**src/rtl/exc_ctrl.sv**
```systemverilog
// Exception sequencer: turns syscall/eret/interrupt events into a CP0 request,
// a stall/flush window and a fetch redirect. Interrupt path gated by EXC_CTRL_IRQ_EN.
module exc_ctrl #(
    parameter int unsigned NIRQ         = 6,
    parameter logic [29:0] VEC_ADDR     = 30'h0000_0060,
    parameter int unsigned FLUSH_CYCLES = 3
) (
    input  logic            clk,
    input  logic            rst_n,
    input  logic            id_valid,
    input  logic [2:0]      id_cp0op,
    input  logic [29:0]     id_pc,
    input  logic [NIRQ-1:0] irq,
    input  logic            status_ie,
    input  logic            status_exl,
    input  logic [31:0]     epc,
    output logic [2:0]      cp0_req_op,
    output logic [29:0]     exc_pc,
    output logic [4:0]      exc_code,
    output logic            stall,
    output logic            flush,
    output logic            redirect,
    output logic [29:0]     redirect_pc
);

    localparam int unsigned CNT_W = 4;
    localparam logic [CNT_W-1:0] CNT_INIT = CNT_W'(FLUSH_CYCLES - 1);
    localparam logic [2:0] OP_NONE    = 3'b000;
    localparam logic [2:0] OP_SYSCALL = 3'b011;
    localparam logic [2:0] OP_ERET    = 3'b100;
    localparam logic [4:0] CODE_SYS   = 5'd8;
    localparam logic [4:0] CODE_INT   = 5'd0;

    typedef enum logic [1:0] {IDLE, TRAP, DRAIN, REDIR} state_e;

    state_e           state_q, state_d;
    logic [2:0]       cp0_req_op_q, cp0_req_op_d;
    logic [29:0]      exc_pc_q, exc_pc_d;
    logic [4:0]       exc_code_q, exc_code_d;
    logic             stall_q, stall_d;
    logic             flush_q, flush_d;
    logic             redirect_q, redirect_d;
    logic [29:0]      redirect_pc_q, redirect_pc_d;
    logic [29:0]      target_q, target_d;
    logic [CNT_W-1:0] cnt_q, cnt_d;
    logic             irq_pend_c;
    logic             syscall_c;
    logic             eret_c;

    // EPC is word aligned; the byte offset bits carry no information here.
    logic unused_epc;
    assign unused_epc = ^epc[1:0];

`ifdef EXC_CTRL_IRQ_EN
    logic [NIRQ-1:0] irq_s1_q, irq_s2_q;

    always_ff @(posedge clk or negedge rst_n) begin
        if (!rst_n) begin
            irq_s1_q <= '0;
            irq_s2_q <= '0;
        end else begin
            irq_s1_q <= irq;
            irq_s2_q <= irq_s1_q;
        end
    end

    assign irq_pend_c = (|irq_s2_q) & status_ie & ~status_exl;
`else
    logic unused_irq;
    assign unused_irq = ^{irq, status_ie};
    assign irq_pend_c = 1'b0;
`endif

    assign syscall_c = id_valid && (id_cp0op == OP_SYSCALL);
    assign eret_c    = id_valid && (id_cp0op == OP_ERET) && status_exl;

    always_ff @(posedge clk or negedge rst_n) begin
        if (!rst_n) begin
            state_q       <= IDLE;
            cp0_req_op_q  <= OP_NONE;
            exc_pc_q      <= '0;
            exc_code_q    <= '0;
            stall_q       <= 1'b0;
            flush_q       <= 1'b0;
            redirect_q    <= 1'b0;
            redirect_pc_q <= '0;
            target_q      <= '0;
            cnt_q         <= '0;
        end else begin
            state_q       <= state_d;
            cp0_req_op_q  <= cp0_req_op_d;
            exc_pc_q      <= exc_pc_d;
            exc_code_q    <= exc_code_d;
            stall_q       <= stall_d;
            flush_q       <= flush_d;
            redirect_q    <= redirect_d;
            redirect_pc_q <= redirect_pc_d;
            target_q      <= target_d;
            cnt_q         <= cnt_d;
        end
    end

    // Next state and registered-output updates; ID and irq are only looked at in IDLE.
    always_comb begin
        state_d       = state_q;
        cp0_req_op_d  = cp0_req_op_q;
        exc_pc_d      = exc_pc_q;
        exc_code_d    = exc_code_q;
        stall_d       = stall_q;
        flush_d       = flush_q;
        redirect_d    = redirect_q;
        redirect_pc_d = redirect_pc_q;
        target_d      = target_q;
        cnt_d         = cnt_q;

        unique case (state_q)
            IDLE: begin
                if (syscall_c) begin
                    state_d      = TRAP;
                    exc_pc_d     = id_pc;
                    exc_code_d   = CODE_SYS;
                    target_d     = VEC_ADDR;
                    cp0_req_op_d = OP_SYSCALL;
                    stall_d      = 1'b1;
                end else if (eret_c) begin
                    state_d      = TRAP;
                    target_d     = epc[31:2];
                    cp0_req_op_d = OP_ERET;
                    stall_d      = 1'b1;
                end else if (irq_pend_c) begin
                    state_d      = TRAP;
                    exc_pc_d     = id_pc;
                    exc_code_d   = CODE_INT;
                    target_d     = VEC_ADDR;
                    cp0_req_op_d = OP_SYSCALL;
                    stall_d      = 1'b1;
                end
            end
            TRAP: begin
                state_d      = DRAIN;
                cp0_req_op_d = OP_NONE;
                flush_d      = 1'b1;
                cnt_d        = CNT_INIT;
            end
            DRAIN: begin
                if (cnt_q == '0) begin
                    state_d       = REDIR;
                    flush_d       = 1'b0;
                    redirect_d    = 1'b1;
                    redirect_pc_d = target_q;
                end else begin
                    cnt_d = cnt_q - CNT_W'(1);
                end
            end
            REDIR: begin
                state_d    = IDLE;
                redirect_d = 1'b0;
                stall_d    = 1'b0;
            end
            default: state_d = IDLE;
        endcase
    end

    assign cp0_req_op  = cp0_req_op_q;
    assign exc_pc      = exc_pc_q;
    assign exc_code    = exc_code_q;
    assign stall       = stall_q;
    assign flush       = flush_q;
    assign redirect    = redirect_q;
    assign redirect_pc = redirect_pc_q;

endmodule
```
**config.mk**
```make
export PLATFORM = sky130hd
export DESIGN_NAME = exc_ctrl
export DESIGN_NICKNAME = d
export VERILOG_FILES = /design/src/rtl/exc_ctrl.sv
export SDC_FILE = /design/constraint.sdc
export NUM_CORES = 1
export LEC_CHECK = 0
export ABC_CLOCK_PERIOD_IN_PS = 3200
export BUFFER_PORTS_ARGS = -buffer_cell sky130_fd_sc_hd__buf_2
export CAP_MARGIN = 20
export CORE_MARGIN = 3
export CORE_UTILIZATION = 53
export DETAILED_ROUTE_END_ITERATION = 16
export PLACE_DENSITY_LB_ADDON = 0.08
export REMOVE_ABC_BUFFERS = 1
export SKIP_LAST_GASP = 1
export SLEW_MARGIN = 20
export SYNTH_ARGS = -nofsm -noshare
export SYNTH_HDL_FRONTEND = slang
export SYNTH_SLANG_ARGS = --single-unit
```
**constraint.sdc**
```tcl
create_clock -name clk -period 3.2 [get_ports clk]
set_input_delay 0.32 -clock clk [delete_from_list [all_inputs] [get_ports clk]]
set_output_delay 0.32 -clock clk [all_outputs]
set_load 0.01 [all_outputs]
```
==> results by group <==
Timing
  – Hold WS: -0.0183 ns
  – Setup tns final: 0 ns
  – Worst-Margin Slew: 0.750 ns
  – Final-report hold violation count: 5
  – Tcrit/Tclk final: 0.628
  – Final setup fails: 0
  – Fmax: approximately 0.50 GHz
  – Final Critical Period: about 2 ns
  – Max-slew violations: 0
  – Max transition margin: 0.500
  – Clock Skew: approximately 0.014 ns
  – RSZ-0062 raised after global routing: false

Floorplan
  – Die W: slightly above 90 um
  – IO Count: approximately 150
  – Core area: ~7300 um^2
  – FP Rows: 31
  – Die Height: between 90 and 100 um
  – Die Area: just under 9000 um^2
  – Initial Utilization: 0.551

Worst setup path
  – Worst-path cell chain: inv_1, ha_1, and2_1, and2_1, buf_4, mux2_1
  – Buf+Inv Stages, Crit Path: 2
  – Crit Path Category: flip-flop to flip-flop
  – Startpoint Class: flip-flop
  – Delay-heaviest family, CP: buffers and inverters
  – Max incr delay on CP: ~0.42 ns
  – Worst setup path startpoint: state_q[1]
  – Worst setup EP type: flip-flop
  – Crit path top cell by count: and2_1
  – CP max-delay cell: dfrtp_1
  – Worst EP required: between 3 and 4 ns
  – CP arrival: 2.25 ns
  – Crit Path Max Fanout: 31
  – Worst r2r src: state_q[1]

Placement
  – I/O Buffers: roughly 130
  – Hpwl dp: 5650 um
  – Post-Place Cells: 496
  – Routability cong.: 0.699
  – DP Area: around 4800 um^2

Power
  – Net Sw Power: 1.45 mW
  – Switching share of power: 0.324
  – Worst VDD drop: between 400 and 500 uV
  – Comb pwr share: 0.329
  – P_leak: 2.67 nW
  – Power Dens Cells: approximately 900 nW/um^2
  – Power share of the sequential group: 0.473
  – Clock power share: 0.198
  – Internal power: 3.03 mW

Routing
  – DRC Markers: 0
  – Via count: roughly 2700
  – Via density: 5.22
  – DR WL/cell: 15.6 um
  – DRT Pass-1 Iters: 4
  – Final ANT Viol Nets: 0
  – Initial drt markers: roughly 110
  – Detailed Route WL: around 8000 um

Synth
  – Post-Syn Area per Cell: ~15 um^2
  – Number of synthesis warnings: 0
  – Post-Syn Area: slightly above 4000 um^2
  – Synth Register Bits: a little over 100
  – Sequential-to-total area share from yosys stat: 0.632
  – Post-Syn Instances: 271
  – Yosys cell types: 37

Layout
  – Layout area overhead: 24.0%
  – FILL cells: between 500 and 600
  – Final Instance Area: around 5000 um^2
  – FF+latch area: approximately 2600 um^2
  – Finished Layout Cells: a little over 500
  – Final nets: 490
  – Share of cells above drive strength 1: 0.391
  – Area of the multi-input gates: ~1300 um^2
  – Inserted Diodes: 0

CTS
  – Hold_buf cts: 0
  – Num CTS Buffers: 9
  – Clock Sinks: approximately 100
  – Clock Path Buffers: 2
  – H-tree Lvls: 3
  – Reg clk slew, reported paths: roughly 0.10 ns
  – Clock root cell: clkbuf_8
  – Clk Latency, worst-skew pair: between 0.3 and 0.4 ns
  – Post_cts resized: 0
  – Post-CTS Setup Bufs: 0
  – CTS tree: done

Global route
  – Global-route usage over all layers: 0.191
  – Initial antenna violation count: 0
  – Overflow after GRT: 0
  – Global-route wire length before repair: roughly 13000 um
  – Largest net degree at the start of global routing: between 80 and 90
  – Number of global-route vias before repair: ~2700

Outcome
  – Failing checks: negative hold slack
  – Status: finished with violations

Min path
  – HP Class: input port to async pin

Run
  – Max-cap violations: 0
-- through the flow --
| step | utilization | power, mW | worst slack [ns] |
|---|---|---|---|
| final | 0.683 | 4.49 | 1.19 |
| after detailed placement | 0.653 | 3.65 | 1.17 |
| after global routing | 0.683 | 4.80 | 1.01 |
| after CTS | 0.683 | 4.54 | 1.18 |
| after floorplan | - | 2.99 | 0.421 |
| after global placement | 0.653 | 3.58 | 1.21 |
-- cells in the mapped netlist --
library cell,instances,area share
a21oi_1,1,0.0012
a22o_1,28,0.061
a22oi_1,5,0.0093
a2bb2oi_1,1,0.0022
a311o_1,1,0.0025
and2_1,2,0.0031
and3b_1,1,0.0022
and4bb_2,1,0.0031
buf_2,5,0.0062
buf_4,8,0.015
buf_6,3,0.0084
clkbuf_1,2,0.0019
conb_1,1,0.00093
dfrtp_1,102,0.63
ha_1,6,0.019
inv_1,12,0.011
inv_2,1,0.00093
mux2_1,60,0.17
nand2_1,1,0.00093
nand2b_1,3,0.0046
nand3_1,2,0.0025
nand3b_1,1,0.0019
nand4b_1,1,0.0022
nand4bb_1,1,0.0028
nor3_1,2,0.0025
nor3_4,1,0.0040
nor3b_1,1,0.0019
o211a_1,1,0.0025
o211ai_1,4,0.0074
o21ai_0,3,0.0037
o21ai_1,3,0.0037
o22ai_1,1,0.0015
o2bb2ai_1,2,0.0043
o31ai_1,1,0.0019
o41ai_1,1,0.0022
or2_1,1,0.0015
or3_1,1,0.0015
-- flip-flops by register name, summed over array words and instances (netlist names) --
signal and cells:
redirect_pc 30, cp0_req_op 2, cnt_q 4, stall 1
target_q 30, flush 1, state_q 2, redirect 1
exc_code 1, exc_pc 30
-- cell families (layout without fill, tap and decap cells) --
group / count (synthesis) / count (layout) / synth area share
DFF: 102 / 102 / 0.632
AOI/OAI and AO/OA: 52 / 52 / 0.103
muxes: 60 / 60 / 0.167
and+or+nand+nor: 19 / 19 / 0.0347
other: 1 / 4 / 0.000928
buffers and inverters: 31 / 169 / 0.0434
adders and majority gates: 6 / 6 / 0.0186
-- power groups by stage --
stage	clock (mW)	combinational, mW	sequential (mW)
global route	0.956	1.64	2.20
global placement	0	1.46	2.12
CTS	0.904	1.51	2.13
finish	0.890	1.47	2.12
detailed placement	0	1.50	2.15
floorplan	0	0.696	2.29
-- cell type report --
class | instances | share of cell area
Tap cell | 99 | 0.0247
Timing Repair Buffer | 141 | 0.146
Clock buffer | 10 | 0.0275
Multi-Input combinational cell | 141 | 0.266
Clock inverter | 5 | 0.0162
Inverter | 13 | 0.00975
Sequential cell | 102 | 0.510
-- path summary, 6_finish.rpt --
kind                                         to  slack (ns)  cells past startpoint
worst min register to register      exc_code[3]        0.47                      1
worst min-delay path                 exc_pc[12]       -0.02                      1
worst max-delay path                 exc_pc[26]        1.19                      6
worst max register to register       exc_pc[26]        1.19                      6
min in group clk                      exc_pc[6]        0.16                      2
max in group asynchronous       redirect_pc[18]        2.48                      2
-- placed cells by master, fill, tap and decap left out, types with 2 or more instances in the layout --
cell       instances
a22o_1            28
clkbuf_8          10
nand2b_1           3
conb_1             4
dfrtp_1          102
inv_1             12
nand3_1            2
buf_4              8
o211ai_1           4
mux2_1            60
o21ai_1            2
ha_1               6
o2bb2ai_1          2
buf_2            132
o21ai_0            3
a22oi_1            5
bufinv_16          2
and2_1             2
-- per-layer routing --
metal	GRT usage	up-vias	wire length, um
li1	-	1245	-
met1	0.243	1309	3420
met2	0.311	102	3680
met3	0.0483	9	730
met4	0.0806	0	130
met5	0	-	0
(Power assumes the default switching activity.)
